<file path="src/rtl/disp_pkg.sv">
`default_nettype none
// ============================================================================
// Module      : disp_pkg
// Description : Shared constants and helpers for the seven-segment display
//               scan logic (segment encoding, bit order, index widths).
// Revision    : 1.0 - initial release
// ============================================================================
package disp_pkg;

    // All segments off (segments are active-low on the board).
    localparam logic [6:0] SEG_BLANK = 7'b1111111;

    // Segment bit positions inside the 7-bit segment vector.
    localparam int SEG_A = 6;
    localparam int SEG_B = 5;
    localparam int SEG_C = 4;
    localparam int SEG_D = 3;
    localparam int SEG_E = 2;
    localparam int SEG_F = 1;
    localparam int SEG_G = 0;

    // Width needed to index n items, never narrower than one bit.
    function automatic int idx_width(input int n);
        return (n < 2) ? 1 : $clog2(n);
    endfunction

endpackage
`default_nettype wire

</file>
<file path="src/rtl/BCD_to_sevenSeg.sv">
`default_nettype none
// ============================================================================
// Module      : BCD_to_sevenSeg
// Description : Combinational hex nibble to active-low seven-segment decoder.
//               Output bit 6 drives segment a, bit 0 drives segment g.
// Revision    : 1.0 - initial release
// ============================================================================
module BCD_to_sevenSeg
    import disp_pkg::*;
(
    input  logic [3:0] bcd_i,
    output logic [6:0] seg_o
);

    // Lookup of the lit-segment pattern for each hex value (0 = segment on).
    always_comb begin
        seg_o = SEG_BLANK;
        case (bcd_i)
            4'h0: seg_o = 7'b0000001;
            4'h1: seg_o = 7'b1001111;
            4'h2: seg_o = 7'b0010010;
            4'h3: seg_o = 7'b0000110;
            4'h4: seg_o = 7'b1001100;
            4'h5: seg_o = 7'b0100100;
            4'h6: seg_o = 7'b0100000;
            4'h7: seg_o = 7'b0001111;
            4'h8: seg_o = 7'b0000000;
            4'h9: seg_o = 7'b0000100;
            4'hA: seg_o = 7'b0001000;
            4'hB: seg_o = 7'b1100000;
            4'hC: seg_o = 7'b0110001;
            4'hD: seg_o = 7'b1000010;
            4'hE: seg_o = 7'b0110000;
            4'hF: seg_o = 7'b0111000;
            default: seg_o = SEG_BLANK;
        endcase
    end

endmodule
`default_nettype wire

</file>
<file path="src/rtl/display_mux.sv">
`default_nettype none
// ============================================================================
// Module      : display_mux
// Description : Time-multiplexed scan driver for a common-anode seven-segment
//               display. One digit is shown per slot, with a short all-dark
//               gap at the start of each slot to avoid ghosting. All pin
//               outputs are registered.
// Revision    : 1.0 - initial release
// ============================================================================
module display_mux
    import disp_pkg::*;
#(
    parameter int N_DIGITS    = 8,
    parameter int REFRESH_DIV = 100_000,
    parameter int BLANK_CYC   = 16
) (
    input  logic                  clk,
    input  logic                  reset,
    input  logic [4*N_DIGITS-1:0] digits_in,
    input  logic [N_DIGITS-1:0]   digit_en,
    input  logic [N_DIGITS-1:0]   dp_in,
    input  logic                  blank_lz,
    output logic [N_DIGITS-1:0]   anodes,
    output logic [6:0]            segments,
    output logic                  dp
);

    localparam int IDX_W = idx_width(N_DIGITS);
    localparam int CNT_W = idx_width(REFRESH_DIV);
    localparam logic [CNT_W-1:0] CNT_LAST = CNT_W'(REFRESH_DIV - 1);
    localparam logic [IDX_W-1:0] IDX_LAST = IDX_W'(N_DIGITS - 1);

    logic [CNT_W-1:0]    cnt_q, cnt_d;
    logic [IDX_W-1:0]    idx_q, idx_d;
    logic [N_DIGITS-1:0] anodes_q, anodes_d;
    logic [6:0]          segments_q, segments_d;
    logic                dp_q, dp_d;

    logic [3:0]          w_nib [N_DIGITS];
    logic [N_DIGITS:1]   w_zero_from;   // digits i..N_DIGITS-1 all zero
    logic [N_DIGITS-1:0] w_blanked;
    logic [6:0]          w_dec_seg;
    logic                w_in_gap;

    // The top-of-chain entry stands for "no digits above the MSD".
    assign w_zero_from[N_DIGITS] = 1'b1;

    for (genvar i = 0; i < N_DIGITS; i++) begin : g_digit
        assign w_nib[i] = digits_in[4*i +: 4];
        if (i == 0) begin : g_lsd
            // The rightmost digit always shows, so a zero value reads "0".
            assign w_blanked[i] = ~digit_en[i];
        end else begin : g_upper
            assign w_zero_from[i] = (w_nib[i] == 4'h0) && w_zero_from[i+1];
            assign w_blanked[i]   = ~digit_en[i] | (blank_lz & w_zero_from[i]);
        end
    end

    if (BLANK_CYC > 0) begin : g_gap
        assign w_in_gap = (cnt_q < CNT_W'(BLANK_CYC));
    end else begin : g_no_gap
        assign w_in_gap = 1'b0;
    end

    BCD_to_sevenSeg u_dec (
        .bcd_i (w_nib[idx_q]),
        .seg_o (w_dec_seg)
    );

    // Next-state for slot counter / digit index and the pin values.
    always_comb begin
        cnt_d      = cnt_q + CNT_W'(1);
        idx_d      = idx_q;
        anodes_d   = '1;
        segments_d = SEG_BLANK;
        dp_d       = 1'b1;
        if (cnt_q == CNT_LAST) begin
            cnt_d = '0;
            idx_d = (idx_q == IDX_LAST) ? '0 : idx_q + IDX_W'(1);
        end
        if (!w_in_gap && !w_blanked[idx_q]) begin
            anodes_d[idx_q] = 1'b0;
            segments_d      = w_dec_seg;
            dp_d            = ~dp_in[idx_q];
        end
    end

    // State and pin registers; reset forces everything dark at digit 0.
    always_ff @(posedge clk) begin
        if (reset) begin
            cnt_q      <= '0;
            idx_q      <= '0;
            anodes_q   <= '1;
            segments_q <= SEG_BLANK;
            dp_q       <= 1'b1;
        end else begin
            cnt_q      <= cnt_d;
            idx_q      <= idx_d;
            anodes_q   <= anodes_d;
            segments_q <= segments_d;
            dp_q       <= dp_d;
        end
    end

    assign anodes   = anodes_q;
    assign segments = segments_q;
    assign dp       = dp_q;

endmodule
`default_nettype wire

</file>
<file path="config.mk">
export PLATFORM = sky130hd
export DESIGN_NAME = display_mux
export DESIGN_NICKNAME = d
export VERILOG_FILES = /design/src/rtl/disp_pkg.sv /design/src/rtl/BCD_to_sevenSeg.sv /design/src/rtl/display_mux.sv
export SDC_FILE = /design/constraint.sdc
export NUM_CORES = 1
export LEC_CHECK = 0
export ABC_CLOCK_PERIOD_IN_PS = 4200
export BUFFER_PORTS_ARGS = -buffer_cell sky130_fd_sc_hd__buf_2
export CORE_MARGIN = 3
export CORE_UTILIZATION = 55
export DETAILED_ROUTE_END_ITERATION = 10
export PLACE_DENSITY = 0.85
export SETUP_SLACK_MARGIN = 0.15
export SLEW_MARGIN = 15
export SYNTH_ARGS = -nofsm -noshare
export SYNTH_HDL_FRONTEND = slang
export SYNTH_SLANG_ARGS = --single-unit
export TNS_END_PERCENT = 10
</file>
<file path="constraint.sdc">
create_clock -name clk -period 4.2 [get_ports clk]
set_input_delay 0.63 -clock clk [delete_from_list [all_inputs] [get_ports clk]]
set_output_delay 0.63 -clock clk [all_outputs]
set_load 0.02 [all_outputs]
</file>
# == Word level (Yosys, flattened, before mapping) ==
# Memory sizes are Yosys's and may differ from the RTL's. A register that Yosys moved wholly into a read port is not among the register bits.
# Cells that the tools add are included.
# classes
mux,10
n_bitwise,26
magnitude_cmp,4
add_sub_neg,2
n_eq_ne,2
reduce_logical,19
# op_table
operator,count
$logic_not 4->1,7
$add 17x1->17 const B,1
$eq 17x17->1 const B,1
$lt 17x5->1 const B,1
$bmux 4 s3,1
$not 1->1,10
$logic_and 1x1->1,8
$mux 4,2
$not 8->8,1
$and 1x1->1,7
$or 1x1->1,7
$bmux 1 s3,2
$ge 4x4->1 const B,1
$lt 3x4->1 const B,1
$not 3->4,1
$reduce_or 2->1,2
$add 3x1->3 const B,1
$demux 1 s3,1
$eq 3x3->1 const B,1
$ge 3x1->1 const B,1
$mux 1,3
$mux 3,1
$logic_not 1->1,2
# totals
romBits,112
wordCells,68
in_bits,51
mem_count,1
register_bits,29
out_inout_bits,16
# memory_table
name,depth,width,read_ports,rd_clocked_by_memory_dff,write_ports,line_no,rtl
(name not given),16,7,1,1,0,BCD_to_sevenSeg.sv:18,case (bcd_i)

# == Logic depth before layout (Yosys ltp) ==
# Gate-level depths: netlist (run 1).
# depth
depth_word,15
mapped_depth,12
mapped_depth_nobuf,9

# == By module ==
# Synthesis (run 1) repeated with hierarchy kept, for this count alone.
# hier_totals
hier_cells,230
hier_area_um2,2205.9
# modules_own_cells
mod,area_per_inst_um2,cells_per_inst,seq_area_each_um2,n_inst
display_mux,1930.6,198,720.7,1
BCD_to_sevenSeg,275.3,32,0.0,1

# == Worst setup path before layout (run 1) ==
# OpenSTA, ideal clock, no wires.
# synth_timing
path_kind,in2reg
startpoint,input digits_in[28]
endpoint,"register segments_q[1], in the netlist segments[1]"
arrival_ns,2.346
setup_ns,0.151
path_buffers,0
cell_stages,8
required_time_ns,4.049
path_slack_ns,1.703
path_cell_list,mux2_2 a221o_1 a221oi_4 inv_1 ha_1 nand2_1 a21boi_0 o221ai_1
# synth_via
elab_chain_len,15
elab_cells_between_ends,30
classes_between,5 x mux; 15 x bitwise; 10 x reduce/logical
# synth_lines
item,line_no,rtl
from (decl),display_mux.sv:19,"input logic [4*N_DIGITS-1:0] digits_in,"
$logic_not 4->1,display_mux.sv:54,assign w_zero_from[i] = (w_nib[i] == 4'h0) && w_zero_from[i+1];
$logic_and 1x1->1 (6 in series),display_mux.sv:54,
$and 1x1->1,display_mux.sv:55,assign w_blanked[i] = ~digit_en[i] | (blank_lz & w_zero_from[i]);
$or 1x1->1,display_mux.sv:55,
$bmux 1 s3,display_mux.sv:81,if (!w_in_gap && !w_blanked[idx_q]) begin
$mux 1 (implied by the code),display_mux.sv:81,
$logic_not 1->1,display_mux.sv:81,
$logic_and 1x1->1,display_mux.sv:81,
$not 1->1 (no source line),-,
$reduce_or 2->1 (no source line),-,
to (decl),display_mux.sv:36,"logic [6:0] segments_q, segments_d;"
# Several ways; a longest one is shown, not always the timed one. The select of a mux whose other input is x is not followed.
# A chain may end at the register's enable or synchronous reset.

# == Worst setup path after layout (run 1) ==
# layout_timing
startpoint,register idx_q[2]
endpoint,"register segments_q[3], in the netlist segments[3]"
# layout_via
elab_chain_len,6
elab_cells_between_ends,10
classes_between,5 x mux; 2 x bitwise; 3 x reduce/logical
# layout_lines
item,line_no,rtl
from (decl),display_mux.sv:34,"logic [IDX_W-1:0] idx_q, idx_d;"
from (signal assigned),display_mux.sv:98,idx_q <= idx_d;
$bmux 1 s3,display_mux.sv:81,
$mux 1 (implied by the code),display_mux.sv:81,
$logic_not 1->1,display_mux.sv:81,
$logic_and 1x1->1,display_mux.sv:81,
$not 1->1 (no source line),-,
$reduce_or 2->1 (no source line),-,
# Several ways; a longest one is shown, not always the timed one. The select of a mux whose other input is x is not followed.

==> results of run 1 <==
==> registers in the layout (all words and copies together), names as in the netlist <==
name,flops
cnt_q,17
anodes,8
segments,7
idx_q,3
dp,1
==> worst max-delay path: stages, from the launching register on <==
cell and delay (ns):
dfxtp_1 0.95, mux2_4 0.35, a221o_1 0.36, a221oi_2 0.80
a211oi_1 0.09, a31oi_1 0.19, nand3_1 0.09
==> per-layer routing <==
layer,up-vias,routed length [um]
li1,976,-
met1,914,2250
met2,79,2370
met3,10,406
met4,0,109
met5,-,0
==> area by class of cell <==
| type | count | area, um^2 | area share (%) |
|---|---|---|---|
| inverters | 7 | 26.3 | 1.03 |
| multi-input cells | 179 | 1310 | 51.5 |
| repair buffers | 67 | 338 | 13.3 |
| well taps | 46 | 57.6 | 2.26 |
| clock buffers | 7 | 86.3 | 3.39 |
| clock inverters | 1 | 7.51 | 0.295 |
| flip-flops and latches | 36 | 721 | 28.3 |
==> worst paths after layout <==
path / startpoint / end / slack (ns) / depth (start not counted)
worst max-delay path: idx_q[2] / segments[3] / 1.22 / 6
worst min-delay path: cnt_q[0] / cnt_q[0] / 0.46 / 1
worst max register to register: idx_q[2] / segments[3] / 1.22 / 6
worst min register to register: cnt_q[0] / cnt_q[0] / 0.46 / 1
==> cell families (layout without fill, tap and decap cells) <==
logic type | count (synthesis) | count (layout) | share of synthesized area (%)
buffers and inverters | 18 | 82 | 4.30
multiplexers | 17 | 17 | 11.3
adder cells (fa/ha/maj) | 9 | 9 | 5.30
AND/OR/NAND/NOR | 105 | 105 | 25.9
AO/OA/AOI/OAI | 33 | 33 | 13.0
flip-flops | 36 | 36 | 33.9
XOR/XNOR | 15 | 15 | 6.19
==> cells in the mapped netlist (all sizes together) <==
cell / number
a41o: 1
xor2: 11
or2: 1
o211ai: 2
o221ai: 3
a21boi: 1
inv: 7
nand2: 23
ha: 9
a211oi: 3
a41oi: 1
nor3: 3
or4b: 1
a21oi: 6
o21ai: 5
nor2b: 3
and2: 2
mux2i: 9
xnor2: 4
nor4: 7
a31oi: 3
nor3b: 1
and3: 7
mux2: 3
or4: 3
a221o: 2
a311oi: 1
o311ai: 3
nor2: 29
nand3b: 3
mux4: 5
a221oi: 2
clkbuf: 2
nand4: 6
dfxtp: 36
buf: 9
nand3: 15
and4: 1
==> through the flow <==
| stage | setup WS (ns) | instance area [um^2] | hold WS [ns] |
|---|---|---|---|
| after floorplan | 1.70 | 2120 | 0.430 |
| after global placement | 1.39 | 2450 | 0.442 |
| after detailed placement | 1.29 | 2450 | 0.452 |
| after CTS | 1.27 | 2550 | 0.469 |
| after global routing | 0.999 | 2550 | 0.499 |
| final | 1.22 | 2550 | 0.461 |
==> report_power, final <==
part | switching, mW | total, mW | internal, mW
clock network | 0.127 | 0.260 | 0.133
registers | 0.00215 | 0.346 | 0.344
logic | 0.0367 | 0.0711 | 0.0344
==> results_dict.tcl, run 1 <==
set metrics [dict create \
    leakagePower_nw 1.01 \
    grt_pass1_vias 1770 \
    post_drt_via_cell_ratio 5.77 \
    antenna_found_initial 0 \
    cts_setup_buffers 0 \
    syn-mean-instance-area_um2 9.11 \
    core_region_area_mm2 0.00352 \
    setup_viol_count_final 0 \
    peakVddDrop_mv 0.202 \
    synthTopCellsByArea "dfxtp_1, ha_1, mux4_2, nor2_1, xor2_1" \
    report.final.slew_viol_count 0 \
    insertion_delay_ns 0.29 \
    post-route-util_pct 72.4 \
    ys_types 49 \
    finalCriticalPeriod_ns 2.98 \
    nFillCells 274 \
    grt_max_degree 29 \
    grt_pass1_wl_um 7960 \
    fin_worst_skew_ns 0.00819 \
    yosysSeqAreaShare_pct 33.9 \
    met2_usage_pct 34.4 \
    cp_max_fo 28 \
    cp-start-kind "register" \
    cp.arrival_ns 3.13 \
    wl_um 5130 \
    synth_area_mm2 0.00212 \
    die_h_um 68.1 \
    place.gp.congestion 0.834 \
    numPortBuffers 66 \
    syn-num-nets 293 \
    io_pins 67 \
    drc 0 \
    cts_tree "built" \
    layout-drive-gt1-share_pct 32.0 \
    fin_cells 343 \
    status "finished, final reports clean" \
    die_w_um 68.1 \
    top_usage_layer "met2" \
    cts.sinks 36 \
    dr.pass1.iters 4 \
    yosys_warnings 0 \
    power.density_cell_area_mw_per_mm2 266 \
    syn_inst 233 \
    yosysTopAreaCell "dfxtp_1" \
    mostFrequentLayoutCell "buf_2" \
    drtIter0Drc 122 \
    met3_usage_pct 5.91 \
    antenna_cells 0 \
    clk_root_buffer_cell "clkbuf_8" \
    cp.required_ns 4.34 \
    rows 21 \
    vias 1979 \
    hold_viol 0 \
    nets 356 \
    cts_resized 0 \
    rsz0062_at_grt "false" \
    cap_violations 0 \
    dpl.cell_count 335 \
    ctsHoldBuffers 0 \
    fmax_mhz 335 \
    worstMarginPinSlew_ns 0.957 \
    endpoint_kind "register" \
    h-tree-depth 2 \
    die_area_mm2 0.00464 \
    routedWlPerCell_um 15.0 \
    cts_buffers 5 \
    grt_use_met1_pct 31.2 \
    max-slew-margin-rel_pct 36.2 \
    synth_top_area_share_pct 33.9 \
    dp_hpwl_um 4000 \
    tns_ns 0 \
    area_delta_synth_final_pct 20.0 \
    grt.overflow.total 0 \
    final_cell_mix "buf_2, dfxtp_1, nor2_1, nand2_1, nand3_1" \
    hold_path.class "reg2reg" \
    fin_crit_sh_pct 71.0 \
    worst-setup-path-type "reg2reg" \
    clkTransAtPathRegs_ns 0.08 \
    synth-seq-cells 36 \
    power_uw 677 \
    start_util_pct 60.3 \
    cts_buffer_depth 2 \
    antenna_left 0 \
    grtUsageTotal_pct 23.3 \
]
(Power assumes the default switching activity.)
==> run 2: changes to the inputs <==
--- a/config.mk
+++ b/config.mk
@@ -5,12 +5,13 @@
 export SDC_FILE = /design/constraint.sdc
 export NUM_CORES = 1
 export LEC_CHECK = 0
-export ABC_CLOCK_PERIOD_IN_PS = 4200
+export ABC_AREA = 1
+export ABC_CLOCK_PERIOD_IN_PS = 2900
 export BUFFER_PORTS_ARGS = -buffer_cell sky130_fd_sc_hd__buf_2
 export CORE_MARGIN = 3
-export CORE_UTILIZATION = 55
+export CORE_UTILIZATION = 53
 export DETAILED_ROUTE_END_ITERATION = 10
-export PLACE_DENSITY = 0.85
+export PLACE_DENSITY = 0.8
 export SETUP_SLACK_MARGIN = 0.15
 export SLEW_MARGIN = 15
 export SYNTH_ARGS = -nofsm -noshare
==> constraint.sdc (replaced) <==
create_clock -name clk -period 2.9 [get_ports clk]
set_input_delay 0.435 -clock clk [delete_from_list [all_inputs] [get_ports clk]]
set_output_delay 0.435 -clock clk [all_outputs]
set_load 0.02 [all_outputs]
==> run 2 against run 1 <==
Net effect:
- die area is 20% higher
- register-to-register slack worse by 0.72 ns
- non-clock buffer count is 1 higher
- utilization is 7.0 points lower
==> results_dict.tcl, run 2 <==
set metrics [dict create \
    insertion_delay_ns 0.28 \
    fmax_mhz 417 \
    max-slew-margin-rel_pct 59.5 \
    peakVddDrop_mv 0.348 \
    rsz0062_at_grt "false" \
    nFillCells 415 \
    cp-start-kind "register" \
    path_buf_inv 4 \
    core_region_area_mm2 0.00444 \
    power.density_cell_area_mw_per_mm2 337 \
    clkTransAtPathRegs_ns 0.07 \
    syn-num-nets 437 \
    grt_pass1_wl_um 9720 \
    ctsHoldBuffers 0 \
    post_drt_via_cell_ratio 5.22 \
    synthArstFlopShare_pct 0 \
    nets 501 \
    drtIter0Drc 168 \
    grt_max_degree 25 \
    worst-setup-path-type "reg2reg" \
    cts.sinks 36 \
    synth_ff_type "dfxtp_1" \
    antenna_cells 0 \
    cp_max_fo 15 \
    power_uw 978 \
    yosys_warnings 0 \
    dpl_cell_area_mm2 0.00281 \
    finalCriticalPeriod_ns 2.40 \
    antenna_left 0 \
    fin_crit_sh_pct 82.7 \
    fin_cells 494 \
    cp_slowest_cell "dfxtp_1" \
    synthTopCellsByArea "dfxtp_1, nand2_1, nor2_1, nand3_1, inv_1" \
    clk_root_buffer_cell "clkbuf_8" \
    cp.required_ns 3.04 \
    ys_top_cells_by_count "nand2_1, nor2_1, inv_1" \
    setup_viol_count_final 0 \
    largest_reg_flops 17 \
    dr.pass1.iters 4 \
    die_area_mm2 0.00558 \
    syn_inst 377 \
    cp.arrival_ns 2.54 \
    fin_ws_ns 0.501 \
    cts_resized 0 \
    top_register "cnt_q" \
    routedWlPerCell_um 11.9 \
    final_area_mm2 0.00290 \
    antenna_found_initial 0 \
    cpPeakStageDelay_ns 0.71 \
    hold_path.class "in2reg" \
    worstMarginPinSlew_ns 0.607 \
    post-place-ws_ns 0.525 \
    status "finished, final reports clean" \
    yosysSeqAreaShare_pct 28.8 \
    grt.overflow.total 0 \
    final_cell_mix "nand2_1, buf_2, nor2_1, inv_1, dfxtp_1" \
    tns_ns 0 \
    start_util_pct 56.3 \
    hold_viol 0 \
    cts_tree "built" \
    cts_buffers 5 \
    grt_pass1_vias 2317 \
    drc 0 \
    wl_um 5900 \
    crit_top_cell "nand2_1" \
    cts_buffer_depth 2 \
    synth-seq-cells 36 \
    cp_cell_sequence "buf_4 > nand2_1 > nand2_1 > nand2_1 > nand2_1 > nand2_1 > nand2_1 > inv_1 > ha_1 > inv_1 > nand2_1 > nand2_1 > nand2_1 > nand2_1 > inv_1 > nand3_2" \
    h-tree-depth 2 \
    grtUsageTotal_pct 22.4 \
    mostFrequentLayoutCell "nand2_1" \
    io_pins 67 \
    area_delta_synth_final_pct 16.0 \
    cpLargestDelayFamily "simple AND/OR/NAND/NOR gates" \
    leakagePower_nw 1.41 \
    synth_area_mm2 0.00250 \
    place.gp.congestion 1.02 \
    endpoint_kind "register" \
    dp_hpwl_um 4660 \
    synth_top_area_share_pct 28.8 \
    syn-mean-instance-area_um2 6.64 \
    layout-drive-gt1-share_pct 25.1 \
    cap_violations 0 \
    synth_edf_count 0 \
    dpl.cell_count 486 \
    cts_setup_buffers 0 \
    synth_most_common_cell "nand2_1" \
    die_w_um 74.7 \
    numPortBuffers 66 \
    rows 24 \
    report.final.slew_viol_count 0 \
    die_h_um 74.7 \
    fin_worst_skew_ns 0.00240 \
    ys_types 37 \
    vias 2578 \
    yosysTopAreaCell "dfxtp_1" \
]
## run 2: power breakdown
| group | switching (mW) | internal [mW] |
|---|---|---|
| combinational | 0.0718 | 0.0530 |
| sequential | 0.00216 | 0.498 |
| clock | 0.160 | 0.193 |
## run 2: area by class of cell
| type | count | area [um^2] | area share, % |
|---|---|---|---|
| Clock buffer | 8 | 90.1 | 3.10 |
| Multi-Input combinational cell | 287 | 1510 | 52.0 |
| Inverter | 43 | 171 | 5.90 |
| Timing Repair Buffer | 68 | 345 | 11.9 |
| Sequential cell | 36 | 721 | 24.8 |
| Tap cell | 52 | 65.1 | 2.24 |
## run 2: kinds of logic after synthesis
family          synth area share, %
simple gates                   47.1
buf+inv                        10.8
flops                          28.8
compound gates                 7.00
fa+ha+maj                      4.50
xor+xnor                       1.75
## run 2: metal layers
metal  part of all wire [%]  routed length [um]  vias to the layer above  GRT usage (%)
li1                       -                   -                     1339              -
met1                     42                2470                     1143           26.7
met2                     50                2920                       85           38.0
met3                    7.1                 418                       11           5.87
met4                    1.6                  92                        0           9.49
met5                      0                   0                        -              0
## run 2: metrics by stage
stage	util, %	hold slack, ns
2_1_floorplan	-	0.417
3_3_place_gp	63.3	0.429
3_5_place_dp	63.3	0.442
4_1_cts	65.3	0.396
5_1_grt	65.3	0.404
6_report	65.3	0.409
## run 2: final timing paths
path / start / to / slack, ns / cells past startpoint
worst min-delay path: reset / idx_q[2] / 0.41 / 2
worst max-delay path: idx_q[0] / segments[3] / 0.50 / 16
worst min register to register: cnt_q[0] / cnt_q[0] / 0.45 / 1
worst max register to register: idx_q[0] / segments[3] / 0.50 / 16
==> run 3: changes to the inputs <==
--- a/config.mk
+++ b/config.mk
@@ -5,11 +5,11 @@
 export SDC_FILE = /design/constraint.sdc
 export NUM_CORES = 1
 export LEC_CHECK = 0
-export ABC_AREA = 1
-export ABC_CLOCK_PERIOD_IN_PS = 2900
+export ABC_AREA = 0
+export ABC_CLOCK_PERIOD_IN_PS = 2300
 export BUFFER_PORTS_ARGS = -buffer_cell sky130_fd_sc_hd__buf_2
 export CORE_MARGIN = 3
-export CORE_UTILIZATION = 53
+export CORE_UTILIZATION = 51
 export DETAILED_ROUTE_END_ITERATION = 10
 export PLACE_DENSITY = 0.8
 export SETUP_SLACK_MARGIN = 0.15
==> constraint.sdc (replaced) <==
create_clock -name clk -period 2.3 [get_ports clk]
set_input_delay 0.345 -clock clk [delete_from_list [all_inputs] [get_ports clk]]
set_output_delay 0.345 -clock clk [all_outputs]
set_load 0.02 [all_outputs]
==> run 3 against run 2 <==
Net effect:
- fmax increased by 9.9%
- die area decreased by 11%
- final area fell by 5.7%
- total power rose by 28%
- final cell count fell by 27%
- flip-flop and latch count did not move
- count of clock-buffer cells in the layout shrank 1
- combinational power grew 21%
- register-to-register slack lost 0.38 ns
- non-clock buffer count is 14 higher
- critical path depth is 8 lower
- via count decreased by 19%
- highest routed layer unchanged
==> results_dict.tcl, run 3 (synthesis results as in run 1) <==
set metrics [dict create \
    finalCriticalPeriod_ns 2.18 \
    internal_power_uw 945 \
    p_comb_share_pct 12.1 \
    leakagePower_nw 1.11 \
    peakVddDrop_mv 0.284 \
    grt_pass1_vias 1981 \
    area_delta_synth_final_pct 29.0 \
    fin_crit_sh_pct 94.9 \
    cp.arrival_ns 2.31 \
    top_register "cnt_q" \
    start_util_pct 55.5 \
    cap_violations 0 \
    fmax_mhz 458 \
    antenna_found_initial 0 \
    cts_buffer_depth 2 \
    holdCritStartpoint "reset" \
    hold_viol 0 \
    vias 2077 \
    reg2reg_to "segments[1]" \
    h-tree-depth 2 \
    drtIter0Drc 86 \
    cts_buffers 5 \
    cpPeakStageDelay_ns 0.35 \
    io_pins 67 \
    grtUsageTotal_pct 22.5 \
    worstMarginPinSlew_ns 0.604 \
    power_switching_uw 307 \
    clk_root_buffer_cell "clkbuf_8" \
    post_drt_via_cell_ratio 5.77 \
    cp.required_ns 2.43 \
    largest_reg_flops 17 \
    nFillCells 299 \
    pwr-share-clk_pct 37.6 \
    grt.overflow.total 0 \
    wl_met3_um 469 \
    r2r_cells 8 \
    die_area_mm2 0.00497 \
    worst-setup-path-type "reg2reg" \
    max-slew-margin-rel_pct 59.7 \
    dr.pass1.iters 4 \
    die_w_um 70.5 \
    topRoutingLayerUsed "met4" \
    wl_um 5570 \
    r2r_setup_slack_ns 0.12 \
    rsz0062_at_grt "true" \
    cts.sinks 36 \
    grt_pass1_wl_um 8990 \
    place.gp.congestion 0.923 \
    core_region_area_mm2 0.00383 \
    status "finished, final reports clean" \
    mostFrequentLayoutCell "buf_2" \
    clkTransAtPathRegs_ns 0.08 \
    cp-start-kind "register" \
    grt_max_degree 17 \
    cp_slowest_cell "dfxtp_2" \
    dr_wl_met2_um 2730 \
    nets 371 \
    cp_cell_sequence "mux2_4 > a221o_1 > a221oi_4 > inv_2 > ha_4 > nand2_4 > a21boi_4 > o221ai_2" \
    dp_hpwl_um 4220 \
    setup_viol_count_final 0 \
    rows 22 \
    report.final.slew_viol_count 0 \
    fin_ws_ns 0.117 \
    final_cell_mix "buf_2, dfxtp_1, nor2_1, nand2_1, nand3_1" \
    whs_path_depth 2 \
    cp_max_fo 3 \
    timing.rr.start "idx_q[1]" \
    whs_endpoint "idx_q[1]" \
    antenna_left 0 \
    p_sw_share_pct 24.5 \
    seqPwrFrac_pct 50.3 \
    power_mw 1.25 \
    drc 0 \
    insertion_delay_ns 0.29 \
    antenna_cells 0 \
    numPortBuffers 66 \
    cts_tree "built" \
    post-route-util_pct 71.6 \
    routedWlPerCell_um 15.5 \
    met1_length_um 2280 \
    hold_path.class "in2reg" \
    endpoint_kind "register" \
    fin_worst_skew_ns 0.00564 \
    layout-drive-gt1-share_pct 38.8 \
    die_h_um 70.5 \
    post-place-ws_ns -0.0249 \
    power.density_cell_area_mw_per_mm2 457 \
]
run 3: final cells by class:
class,instances,area (um^2),share of cell area (%)
Clock buffer,7,86.3,3.15
Clock inverter,1,7.51,0.274
Inverter,7,26.3,0.959
Multi-Input combinational cell,179,1380,50.2
Sequential cell,36,726,26.5
Tap cell,48,60.1,2.19
Timing Repair Buffer,82,458,16.7
run 3: worst max-delay path, delay by kind of cell, from the launching register on:
| family | cells | cell delay (ns) |
|---|---|---|
| and+or+nand+nor | 1 | 0.07 |
| buffers and inverters | 1 | 0.11 |
| DFF | 1 | 0.35 |
| muxes | 1 | 0.30 |
| adders and majority gates | 1 | 0.19 |
| AOI/OAI and AO/OA | 4 | 1.00 |
run 3: worst max path at each step:
stage / startpoint / endpoint / slack, ns / cells past startpoint
after floorplan: idx_q[1] / segments[3] / 0.03 / 10
after global placement: idx_q[2] / segments[1] / 0.06 / 8
after detailed placement: idx_q[2] / segments[1] / -0.02 / 8
after CTS: idx_q[1] / segments[6] / 0.13 / 9
after global routing: idx_q[1] / segments[6] / 0.04 / 9
final: idx_q[1] / segments[1] / 0.12 / 8
run 3: power by group through the flow:
| stage | registers (mW) | logic (mW) | clock network (mW) |
|---|---|---|---|
| after floorplan | 0.645 | 0.0655 | 0 |
| after global placement | 0.646 | 0.131 | 0 |
| after detailed placement | 0.646 | 0.133 | 0 |
| after CTS | 0.632 | 0.145 | 0.479 |
| after global routing | 0.631 | 0.164 | 0.503 |
| final | 0.630 | 0.151 | 0.471 |
run 3: metal layers:
metal	global-route usage (%)	vias to the layer above
li1	-	1009
met1	27.1	966
met2	38.5	92
met3	6.19	10
met4	7.66	0
met5	0	-
run 3: per-stage QoR:
stage / hold WS [ns] / setup TNS (ns) / cells / area, um^2
after floorplan: 0.410 / 0 / 233 / 2140
after global placement: 0.444 / 0 / 351 / 2570
after detailed placement: 0.462 / -0.0327 / 351 / 2570
after CTS: 0.273 / 0 / 360 / 2730
after global routing: 0.288 / 0 / 360 / 2740
final: 0.282 / 0 / 360 / 2740
run 3: timing repair:
action	4_1_cts	5_1_grt
endpoints found under the setup margin	7	7
gates resized for setup	11	4
hold buffers	0	0
buffers inserted	1	0
hold endpoints to repair	0	0
pin swaps	4	2
